`src/rtl/sm_mac_pipe_if.sv`:
```
// Operand/result handshake bundle for the sign-magnitude MAC pipeline.
// The slave side is the MAC; the master side feeds operands and drains results.
interface sm_mac_pipe_if #(
  parameter int DW = 10,
  parameter int AW = 24
);
  logic          clr;
  logic          in_valid;
  logic          in_ready;
  logic [DW-1:0] in_a;
  logic [DW-1:0] in_b;
  logic          out_valid;
  logic          out_ready;
  logic [AW-1:0] out_data;
  logic          out_ovf;

  modport slave (
    input  clr, in_valid, in_a, in_b, out_ready,
    output in_ready, out_valid, out_data, out_ovf
  );

  modport master (
    output clr, in_valid, in_a, in_b, out_ready,
    input  in_ready, out_valid, out_data, out_ovf
  );
endinterface

```
`src/rtl/sm_mac_pipe.sv`:
```
// Sign-magnitude multiply-accumulate: input register, product stage, accumulate stage.
// Every TAPS products yield one saturated result held until the consumer takes it.
module sm_mac_pipe #(
  parameter int DW   = 10,
  parameter int AW   = 24,
  parameter int TAPS = 16
) (
  input  logic         clk,
  input  logic         rst,
  sm_mac_pipe_if.slave bus
);
  localparam int MW = DW - 1;
  localparam int PW = 2 * MW;
  localparam int CW = (TAPS > 1) ? $clog2(TAPS) : 1;
  localparam logic [AW-2:0] MAG_MAX  = '1;
  localparam logic [CW-1:0] LAST_TAP = CW'(TAPS - 1);

  logic          stall;
  logic          accept;
  logic          s0_valid;
  logic [DW-1:0] s0_a;
  logic [DW-1:0] s0_b;
  logic          s1_valid;
  logic          s1_sign;
  logic [PW-1:0] s1_mag;
  logic          acc_sign;
  logic          acc_ovf;
  logic [AW-2:0] acc_mag;
  logic [CW-1:0] tap_cnt;
  logic [PW-1:0] prod_mag;
  logic          prod_sign;
  logic [AW-1:0] a_ext;
  logic [AW-1:0] p_ext;
  logic [AW-1:0] sum_raw;
  logic          sum_sign;
  logic          res_sign;
  logic          res_ovf;
  logic [AW-2:0] res_mag;
  logic          last_tap;
  logic          load;
  logic          out_valid_q;
  logic          out_ovf_q;
  logic [AW-1:0] out_data_q;

  assign stall        = out_valid_q && !bus.out_ready;
  assign bus.in_ready = !stall;
  assign accept       = bus.in_valid && !stall && !bus.clr;

  assign prod_mag  = PW'(s0_a[MW-1:0]) * PW'(s0_b[MW-1:0]);
  assign prod_sign = (s0_a[DW-1] ^ s0_b[DW-1]) && (prod_mag != '0);

  assign a_ext = {1'b0, acc_mag};
  assign p_ext = AW'(s1_mag);

  // One spare top bit in sum_raw flags a magnitude beyond the representable range.
  always_comb begin
    sum_raw  = '0;
    sum_sign = 1'b0;
    if (acc_sign == s1_sign) begin
      sum_raw  = a_ext + p_ext;
      sum_sign = acc_sign;
    end else if (a_ext >= p_ext) begin
      sum_raw  = a_ext - p_ext;
      sum_sign = acc_sign;
    end else begin
      sum_raw  = p_ext - a_ext;
      sum_sign = s1_sign;
    end
    res_sign = sum_sign && (sum_raw != '0);
    res_mag  = sum_raw[AW-1] ? MAG_MAX : sum_raw[AW-2:0];
    res_ovf  = acc_ovf || sum_raw[AW-1];
  end

  assign last_tap = (tap_cnt == LAST_TAP);
  assign load     = !bus.clr && !stall && s1_valid && last_tap;

  always_ff @(posedge clk or posedge rst) begin
    if (rst) begin
      s0_valid <= 1'b0;
      s0_a     <= '0;
      s0_b     <= '0;
      s1_valid <= 1'b0;
      s1_sign  <= 1'b0;
      s1_mag   <= '0;
      acc_sign <= 1'b0;
      acc_mag  <= '0;
      acc_ovf  <= 1'b0;
      tap_cnt  <= '0;
    end else if (bus.clr) begin
      s0_valid <= 1'b0;
      s1_valid <= 1'b0;
      acc_sign <= 1'b0;
      acc_mag  <= '0;
      acc_ovf  <= 1'b0;
      tap_cnt  <= '0;
    end else if (!stall) begin
      s0_valid <= accept;
      if (accept) begin
        s0_a <= bus.in_a;
        s0_b <= bus.in_b;
      end
      s1_valid <= s0_valid;
      if (s0_valid) begin
        s1_sign <= prod_sign;
        s1_mag  <= prod_mag;
      end
      if (s1_valid) begin
        if (last_tap) begin
          acc_sign <= 1'b0;
          acc_mag  <= '0;
          acc_ovf  <= 1'b0;
          tap_cnt  <= '0;
        end else begin
          acc_sign <= res_sign;
          acc_mag  <= res_mag;
          acc_ovf  <= res_ovf;
          tap_cnt  <= tap_cnt + CW'(1);
        end
      end
    end
  end

  // The result handshake completes even during a frame abort; abort never touches the result.
  always_ff @(posedge clk or posedge rst) begin
    if (rst) begin
      out_valid_q <= 1'b0;
      out_data_q  <= '0;
      out_ovf_q   <= 1'b0;
    end else if (load) begin
      out_valid_q <= 1'b1;
      out_data_q  <= {res_sign, res_mag};
      out_ovf_q   <= res_ovf;
    end else if (out_valid_q && bus.out_ready) begin
      out_valid_q <= 1'b0;
    end
  end

  assign bus.out_valid = out_valid_q;
  assign bus.out_data  = out_data_q;
  assign bus.out_ovf   = out_ovf_q;
endmodule

```
`src/flat_wrapper.sv`:
```
// flat-port wrapper written by rule: the top's interface ports become plain ports
module sm_mac_pipe_flat 
#(
  parameter int DW   = 10,
  parameter int AW   = 24,
  parameter int TAPS = 16
)
  (clk, rst, bus_clr, bus_in_valid, bus_in_a, bus_in_b, bus_out_ready, bus_in_ready, bus_out_valid, bus_out_data, bus_out_ovf);
  sm_mac_pipe_if #(.DW(DW), .AW(AW)) bus_i ();
  input  logic clk;
  input  logic rst;
  input wire logic [$bits(bus_i.clr)-1:0] bus_clr;
  input wire logic [$bits(bus_i.in_valid)-1:0] bus_in_valid;
  input wire logic [$bits(bus_i.in_a)-1:0] bus_in_a;
  input wire logic [$bits(bus_i.in_b)-1:0] bus_in_b;
  input wire logic [$bits(bus_i.out_ready)-1:0] bus_out_ready;
  output wire logic [$bits(bus_i.in_ready)-1:0] bus_in_ready;
  output wire logic [$bits(bus_i.out_valid)-1:0] bus_out_valid;
  output wire logic [$bits(bus_i.out_data)-1:0] bus_out_data;
  output wire logic [$bits(bus_i.out_ovf)-1:0] bus_out_ovf;
  assign bus_i.clr = bus_clr;
  assign bus_i.in_valid = bus_in_valid;
  assign bus_i.in_a = bus_in_a;
  assign bus_i.in_b = bus_in_b;
  assign bus_i.out_ready = bus_out_ready;
  assign bus_in_ready = bus_i.in_ready;
  assign bus_out_valid = bus_i.out_valid;
  assign bus_out_data = bus_i.out_data;
  assign bus_out_ovf = bus_i.out_ovf;
  sm_mac_pipe #(.DW(DW), .AW(AW), .TAPS(TAPS)) u_core (.clk(clk), .rst(rst), .bus(bus_i));
endmodule
```
`config.mk`:
```
export PLATFORM = sky130hd
export DESIGN_NAME = sm_mac_pipe_flat
export DESIGN_NICKNAME = d
export VERILOG_FILES = /design/src/rtl/sm_mac_pipe_if.sv /design/src/rtl/sm_mac_pipe.sv /design/src/flat_wrapper.sv
export SDC_FILE = /design/constraint.sdc
export NUM_CORES = 1
export LEC_CHECK = 0
export CORE_MARGIN = 1
export CORE_UTILIZATION = 62
export CTS_CLUSTER_DIAMETER = 50
export CTS_CLUSTER_SIZE = 40
export DETAILED_ROUTE_END_ITERATION = 8
export PLACE_DENSITY = 0.93
export RECOVER_POWER = 100
export REMOVE_ABC_BUFFERS = 1
export SLEW_MARGIN = 0
export SYNTH_ARGS = -nofsm -noshare
export SYNTH_HDL_FRONTEND = slang
export SYNTH_SLANG_ARGS = --single-unit
```
`constraint.sdc`:
```
create_clock -name clk -period 7.1 [get_ports clk]
set_clock_uncertainty 0.1 [all_clocks]
set_input_delay 0.71 -clock clk [delete_from_list [all_inputs] [get_ports clk]]
set_output_delay 0.71 -clock clk [all_outputs]
set_load 0.01 [all_outputs]
```
# Yosys cells after proc, flatten, opt, wreduce, memory -nomap -nowiden
# Index checks and enable logic that the tools add are counted.
[totals] output_inout_bits=27 wordCells=72 input_bits=25 register_bits=96
[classes] n_bitwise=3 n_reduce_logical=20 mul=1 n_mux=27 n_lt_le_gt_ge=1 n_eq_ne=3 add_sub_neg=4
[ops] operator="$mux 23" n=5
[ops] operator="$mux 24" n=2
[ops] operator="$add 23x18->24" n=1
[ops] operator="$reduce_bool 24->1" n=1
[ops] operator="$sub 18x23->24" n=1
[ops] operator="$sub 23x18->24" n=1
[ops] operator="$ge 23x18->1" n=1
[ops] operator="$mul 9x9->18" n=1
[ops] operator="$reduce_bool 18->1" n=1
[ops] operator="$mux 1" n=16
[ops] operator="$mux 4" n=4
[ops] operator="$logic_and 1x1->1" n=9
[ops] operator="$reduce_and 3->1" n=2
[ops] operator="$add 4x1->4 const B" n=1
[ops] operator="$eq 4x4->1 const B" n=1
[ops] operator="$reduce_bool 2->1" n=2
[ops] operator="$logic_not 1->1" n=3
[ops] operator="$ne 2x2->1 const B" n=1
[ops] operator="$not 1->1" n=2
[ops] operator="$reduce_and 2->1" n=1
[ops] operator="$eq 1x1->1" n=1
[ops] operator="$logic_or 1x1->1" n=1
[ops] operator="$xor 1x1->1" n=1

# Depth between registers and ports, before layout
[depth] depth_word=9 depth_mapped=23 depth_no_buf=22

# Least setup slack after synthesis
# No wires, ideal clock.
[synth_path] kind="flip-flop to flip-flop" startpoint="reg u_core.s0_b[0]" endpoint="reg u_core.s1_sign" path_slack_ns=2.129 setup_time_ns=0.131 t_arrival_ns=4.740 synth_period_minus_slack_ns=4.971 stages_incl_launch_ff=21 path_cell_list="dfrtp_1 clkbuf_1 nand2_1 fa_1 inv_1 fa_1 inv_1 fa_1 fa_1 inv_1 ha_1 o21ai_0 a21boi_0 o21a_1 nor2_1 o21ai_0 a21oi_1 xnor2_1 or4_1 nor4_1 a31oi_1"
[synth_via] elab_chain_len=3
[synth_rtl] item="start: declaration" line="sm_mac_pipe.sv:22" source="logic [DW-1:0] s0_b;"
[synth_rtl] item="start signal: assignment" line="sm_mac_pipe.sv:100" source="s0_b <= bus.in_b;"
[synth_rtl] item="$mul 9x9->18" line="sm_mac_pipe.sv:49" source="assign prod_mag = PW'(s0_a[MW-1:0]) * PW'(s0_b[MW-1:0]);"
[synth_rtl] item="$reduce_bool 18->1" line="sm_mac_pipe.sv:50" source="assign prod_sign = (s0_a[DW-1] ^ s0_b[DW-1]) && (prod_mag != '0);"
[synth_rtl] item="$logic_and 1x1->1" line="sm_mac_pipe.sv:50"
[synth_rtl] item="end signal: assignment" line="sm_mac_pipe.sv:104" source="s1_sign <= prod_sign;"
[synth_rtl] item="end: declaration" line="sm_mac_pipe.sv:24" source="logic s1_sign;"
# No other way between the ends.
# A chain may end at the register's enable or synchronous reset.

# Final worst setup path
[layout_path] startpoint="reg u_core.acc_mag[9]" endpoint="reg u_core.out_data_q[23], in the netlist u_core.bus.out_data[23]"
[layout_via] elab_chain_len=5 word_cells_on_any_way=10
[layout_rtl] item="start: declaration" line="sm_mac_pipe.sv:28" source="logic [AW-2:0] acc_mag;"
[layout_rtl] item="start signal: assignment" line="sm_mac_pipe.sv:115" source="acc_mag <= res_mag;"
[layout_rtl] item="$sub 18x23->24 (tied with other cells)" line="sm_mac_pipe.sv:66" source="sum_raw = p_ext - a_ext;"
[layout_rtl] item="$mux 24" line="sm_mac_pipe.sv:62" source="end else if (a_ext >= p_ext) begin"
[layout_rtl] item="$mux 24" line="sm_mac_pipe.sv:59" source="if (acc_sign == s1_sign) begin"
[layout_rtl] item="$reduce_bool 24->1" line="sm_mac_pipe.sv:69" source="res_sign = sum_sign && (sum_raw != '0);"
[layout_rtl] item="$logic_and 1x1->1 *" line="sm_mac_pipe.sv:69"
[layout_rtl] item="end signal: assignment" line="sm_mac_pipe.sv:131" source="out_data_q <= {res_sign, res_mag};"
[layout_rtl] item="end: declaration" line="sm_mac_pipe.sv:43" source="logic [AW-1:0] out_data_q;"
# Mark *: on every way between the ends. The rest lies on a longest branch, timed or not.

==> out/summary.json <==
{
  "place": {
    "place.gp.congestion": 1.01,
    "post-dp-hpwl_mm": 18.5,
    "placed_area_um2": 10000,
    "count_of_buffers_from_port_buffering": 51
  },
  "die": {
    "core_area_um2": 14700,
    "chipWidth_um": 126,
    "design.die.area_um2": 15800,
    "core.rowCount": 44,
    "num_io_pins": 52,
    "initial_core_util_pct": 64.3,
    "floorplan.die.height_um": 126
  },
  "cells_and_area": {
    "n_antenna_cell": 0,
    "fin_area_um2": 10300,
    "drive_gt1_share_pct": 4.81,
    "fillCellCount": 1108,
    "utilization_pct": 70.1,
    "num-nets-final": 1310,
    "layout-area-overhead-vs-synth_pct": 8.98
  },
  "critical_path": {
    "cpMostUsedCell": "sky130_fd_sc_hd__nand3_1",
    "worst_setup_path_endpoint": "u_core.bus.out_data[23]",
    "critical_register_to_register_path_startpoint": "u_core.acc_mag[9]",
    "r2r-end": "u_core.bus.out_data[23]",
    "critPathLaunch": "u_core.acc_mag[9]",
    "cp_cell_sequence": "inv_1 -> ha_1 -> a21oi_1 -> o21a_1 -> nand3_1 -> o21ai_0 -> nand2_1 -> a311oi_1 -> xnor2_1 -> nand3_1 -> nor4_1 -> a41o_1 -> o21ai_1",
    "slowest_delay_ns": 1.66,
    "crit_fanout": 18,
    "critical_path_startpoint_category": "register",
    "reg2reg_slack_ns": 0.92,
    "cp_data_arrival_time_ns": 6.28,
    "worstRegToRegCells": 13,
    "timing.critical_path.to_type": "register",
    "worstSetupPathType": "reg2reg",
    "critical_path_required_ns": 7.20,
    "timing.critical_path.slowest_stage_cell": "sky130_fd_sc_hd__o21ai_0"
  },
  "run_status": {
    "run_status": "finished with violations",
    "violated_checks": "DRC, capacitance limit, slew limit"
  },
  "detailed_routing": {
    "via_per_instance_ratio": 6.26,
    "first_pass_iters": 7,
    "drc_errors": 3,
    "detailroute.via_count": 8319,
    "postRouteWirelength_mm": 24.2,
    "drt_first_iter_violations": 714,
    "avgRoutedWirePerCell_um": 18.3,
    "antenna_left": 0
  },
  "sta": {
    "finalWorstPathRequiredPeriod_ns": 6.18,
    "hold_violations_final": 0,
    "max_slew.worst_pin.slew_ns": 4.05,
    "fmax_mhz": 162,
    "slew_violations": 98,
    "maxSlewHeadroom_pct": -170,
    "final_min_period_over_clock_period_pct": 87.1,
    "rsz0062_at_grt": "false",
    "finalSetupViolations": 0,
    "setup_total_negative_slack_ns": 0,
    "holdWs_ns": 0.372
  },
  "synthesis": {
    "synth_top_cell_area_share_pct": 25.4,
    "synth-warning-count": 0,
    "ys_top_cells_by_area": "sky130_fd_sc_hd__dfrtp_1 25%, sky130_fd_sc_hd__ha_1 12%, sky130_fd_sc_hd__fa_1 11%",
    "most_frequently_used_flop_master_after_synthesis": "sky130_fd_sc_hd__dfrtp_1",
    "synth_largest_area_cell": "sky130_fd_sc_hd__dfrtp_1",
    "postSynthRegisterBits": 96,
    "netlist_area_um2": 9460,
    "netlist_instances": 1127,
    "post_synth_most_frequent_cells": "138 x sky130_fd_sc_hd__inv_1, 124 x sky130_fd_sc_hd__nand2_1, 96 x sky130_fd_sc_hd__dfrtp_1, 93 x sky130_fd_sc_hd__ha_1, 88 x sky130_fd_sc_hd__o21ai_0",
    "syn-mean-instance-area_um2": 8.39,
    "ys_async_rst_share_pct": 100,
    "synth-edff-count": 0,
    "netlist-cell-type-count": 73,
    "ys_seq_area_share_pct": 25.4,
    "yosys.cell_count.top_type": "sky130_fd_sc_hd__inv_1"
  },
  "cts": {
    "cts.path.max_buffers": 2,
    "post-cts-setup-buffers": 0,
    "clkSinkCount": 96,
    "path_clk_slew_ns": 0.07,
    "ctsHoldBuffers": 0,
    "cts-htree-levels": 3,
    "number_of_cts_inserted_buffers": 9,
    "tritoncts": "done",
    "cts-root-buf": "sky130_fd_sc_hd__clkbuf_16",
    "clkLatencyLatePin_ns": 0.36,
    "cts_resized": 0
  },
  "global_routing": {
    "first_global_vias": 8389,
    "number_of_antenna_violations_at_the_first_check_in_global_routing": 0,
    "globalRouteOverflowTotal": 0,
    "groute.usage.overall_pct": 32.2,
    "grt_start_max_net_pins": 79,
    "first_pass_grt_wire_length_mm": 40.4
  },
  "run": {
    "drv.max_cap_violation_count": 2
  },
  "hold_path": {
    "min-delay-path-class": "reg2reg"
  }
}
## cells in the final DEF, fill, tap and decap left out, types with 9 or more instances in the layout
cell type,Yosys,routed
sky130_fd_sc_hd__inv_1,138,137
sky130_fd_sc_hd__nand2_1,124,124
sky130_fd_sc_hd__dfrtp_1,96,96
sky130_fd_sc_hd__ha_1,93,93
sky130_fd_sc_hd__o21ai_0,88,89
sky130_fd_sc_hd__a21oi_1,65,64
sky130_fd_sc_hd__nor2_1,54,54
sky130_fd_sc_hd__and2_1,60,53
sky130_fd_sc_hd__fa_1,53,53
sky130_fd_sc_hd__dlygate4sd3_1,0,30
sky130_fd_sc_hd__xnor2_1,26,25
sky130_fd_sc_hd__clkdlybuf4s50_1,0,21
sky130_fd_sc_hd__mux2_2,20,20
sky130_fd_sc_hd__nand3_1,19,20
sky130_fd_sc_hd__a31oi_1,20,20
sky130_fd_sc_hd__a21o_1,18,18
sky130_fd_sc_hd__nor3_1,17,16
sky130_fd_sc_hd__nor2b_1,14,14
sky130_fd_sc_hd__or3_1,11,11
sky130_fd_sc_hd__a211oi_1,10,10
sky130_fd_sc_hd__nand2b_1,9,9
sky130_fd_sc_hd__o21a_1,9,9
sky130_fd_sc_hd__clkbuf_16,0,9
## how the worst min path moves through the flow
| stage | start | to | slack (ns) | cells past startpoint |
|---|---|---|---|---|
| 2_1_floorplan | u_core.tap_cnt[3] | u_core.tap_cnt[3] | 0.35 | 1 |
| 3_3_place_gp | u_core.bus.out_data[18] | u_core.bus.out_data[18] | 0.36 | 2 |
| 3_5_place_dp | u_core.bus.out_data[4] | u_core.bus.out_data[4] | 0.37 | 2 |
| 4_1_cts | u_core.bus.out_data[4] | u_core.bus.out_data[4] | 0.38 | 2 |
| 5_1_grt | u_core.bus.out_data[4] | u_core.bus.out_data[4] | 0.40 | 2 |
| 6_report | u_core.bus.out_data[4] | u_core.bus.out_data[4] | 0.37 | 2 |
## metrics by stage
step           std cells  worst slack (ns)
4_1_cts             1328              1.65
6_report            1328             0.919
3_5_place_dp        1312              1.82
5_1_grt             1328             0.685
3_3_place_gp        1312              1.99
2_1_floorplan       1069              2.25
## flip-flops by register name (all words and copies together), names as in the netlist
register	flops
u_core.s0_valid	1
u_core.acc_sign	1
u_core.s1_valid	1
u_core.tap_cnt	4
u_core.acc_ovf	1
u_core.s0_b	10
u_core.bus.out_ovf	1
u_core.acc_mag	23
u_core.s1_sign	1
u_core.s0_a	10
u_core.bus.out_data	24
u_core.s1_mag	18
u_core.bus.out_valid	1
## critical path: cells and delay by family, from the launching register on
kind | cells | cell delay [ns]
adder cells (fa/ha/maj) | 1 | 0.44
AND/OR/NAND/NOR | 4 | 1.51
buffers and inverters | 1 | 0.07
XOR/XNOR | 1 | 0.21
AO/OA/AOI/OAI | 6 | 3.29
flip-flops | 1 | 0.40
## routing by layer
layer	track usage, %	wire [um]
met2	55.9	11800
met5	0	0
met3	5.31	1510
met4	14.8	904
met1	39.2	9980
## cell families after synthesis
group / Yosys count / synth area share, %
xor gates and xnor gates: 32 / 2.96
adders and majority gates: 146 / 23.5
and+or+nand+nor: 350 / 18.6
AOI/OAI and AO/OA: 283 / 18.9
DFF: 96 / 25.4
muxes: 23 / 2.70
buffers and inverters: 197 / 7.93
## cell type report
class | instances | area [um^2] | share of cell area [%]
Tap cell | 184 | 230 | 2.23
Timing Repair Buffer | 59 | 556 | 5.39
Inverter | 139 | 523 | 5.07
Clock inverter | 5 | 40.0 | 0.388
Clock buffer | 11 | 243 | 2.36
Sequential cell | 96 | 2400 | 23.3
Multi-Input combinational cell | 834 | 6310 | 61.2
Power is left out: the tool's default activity adds up to more than one toggle a clock period on the data nets, which glitch-free logic cannot reach.
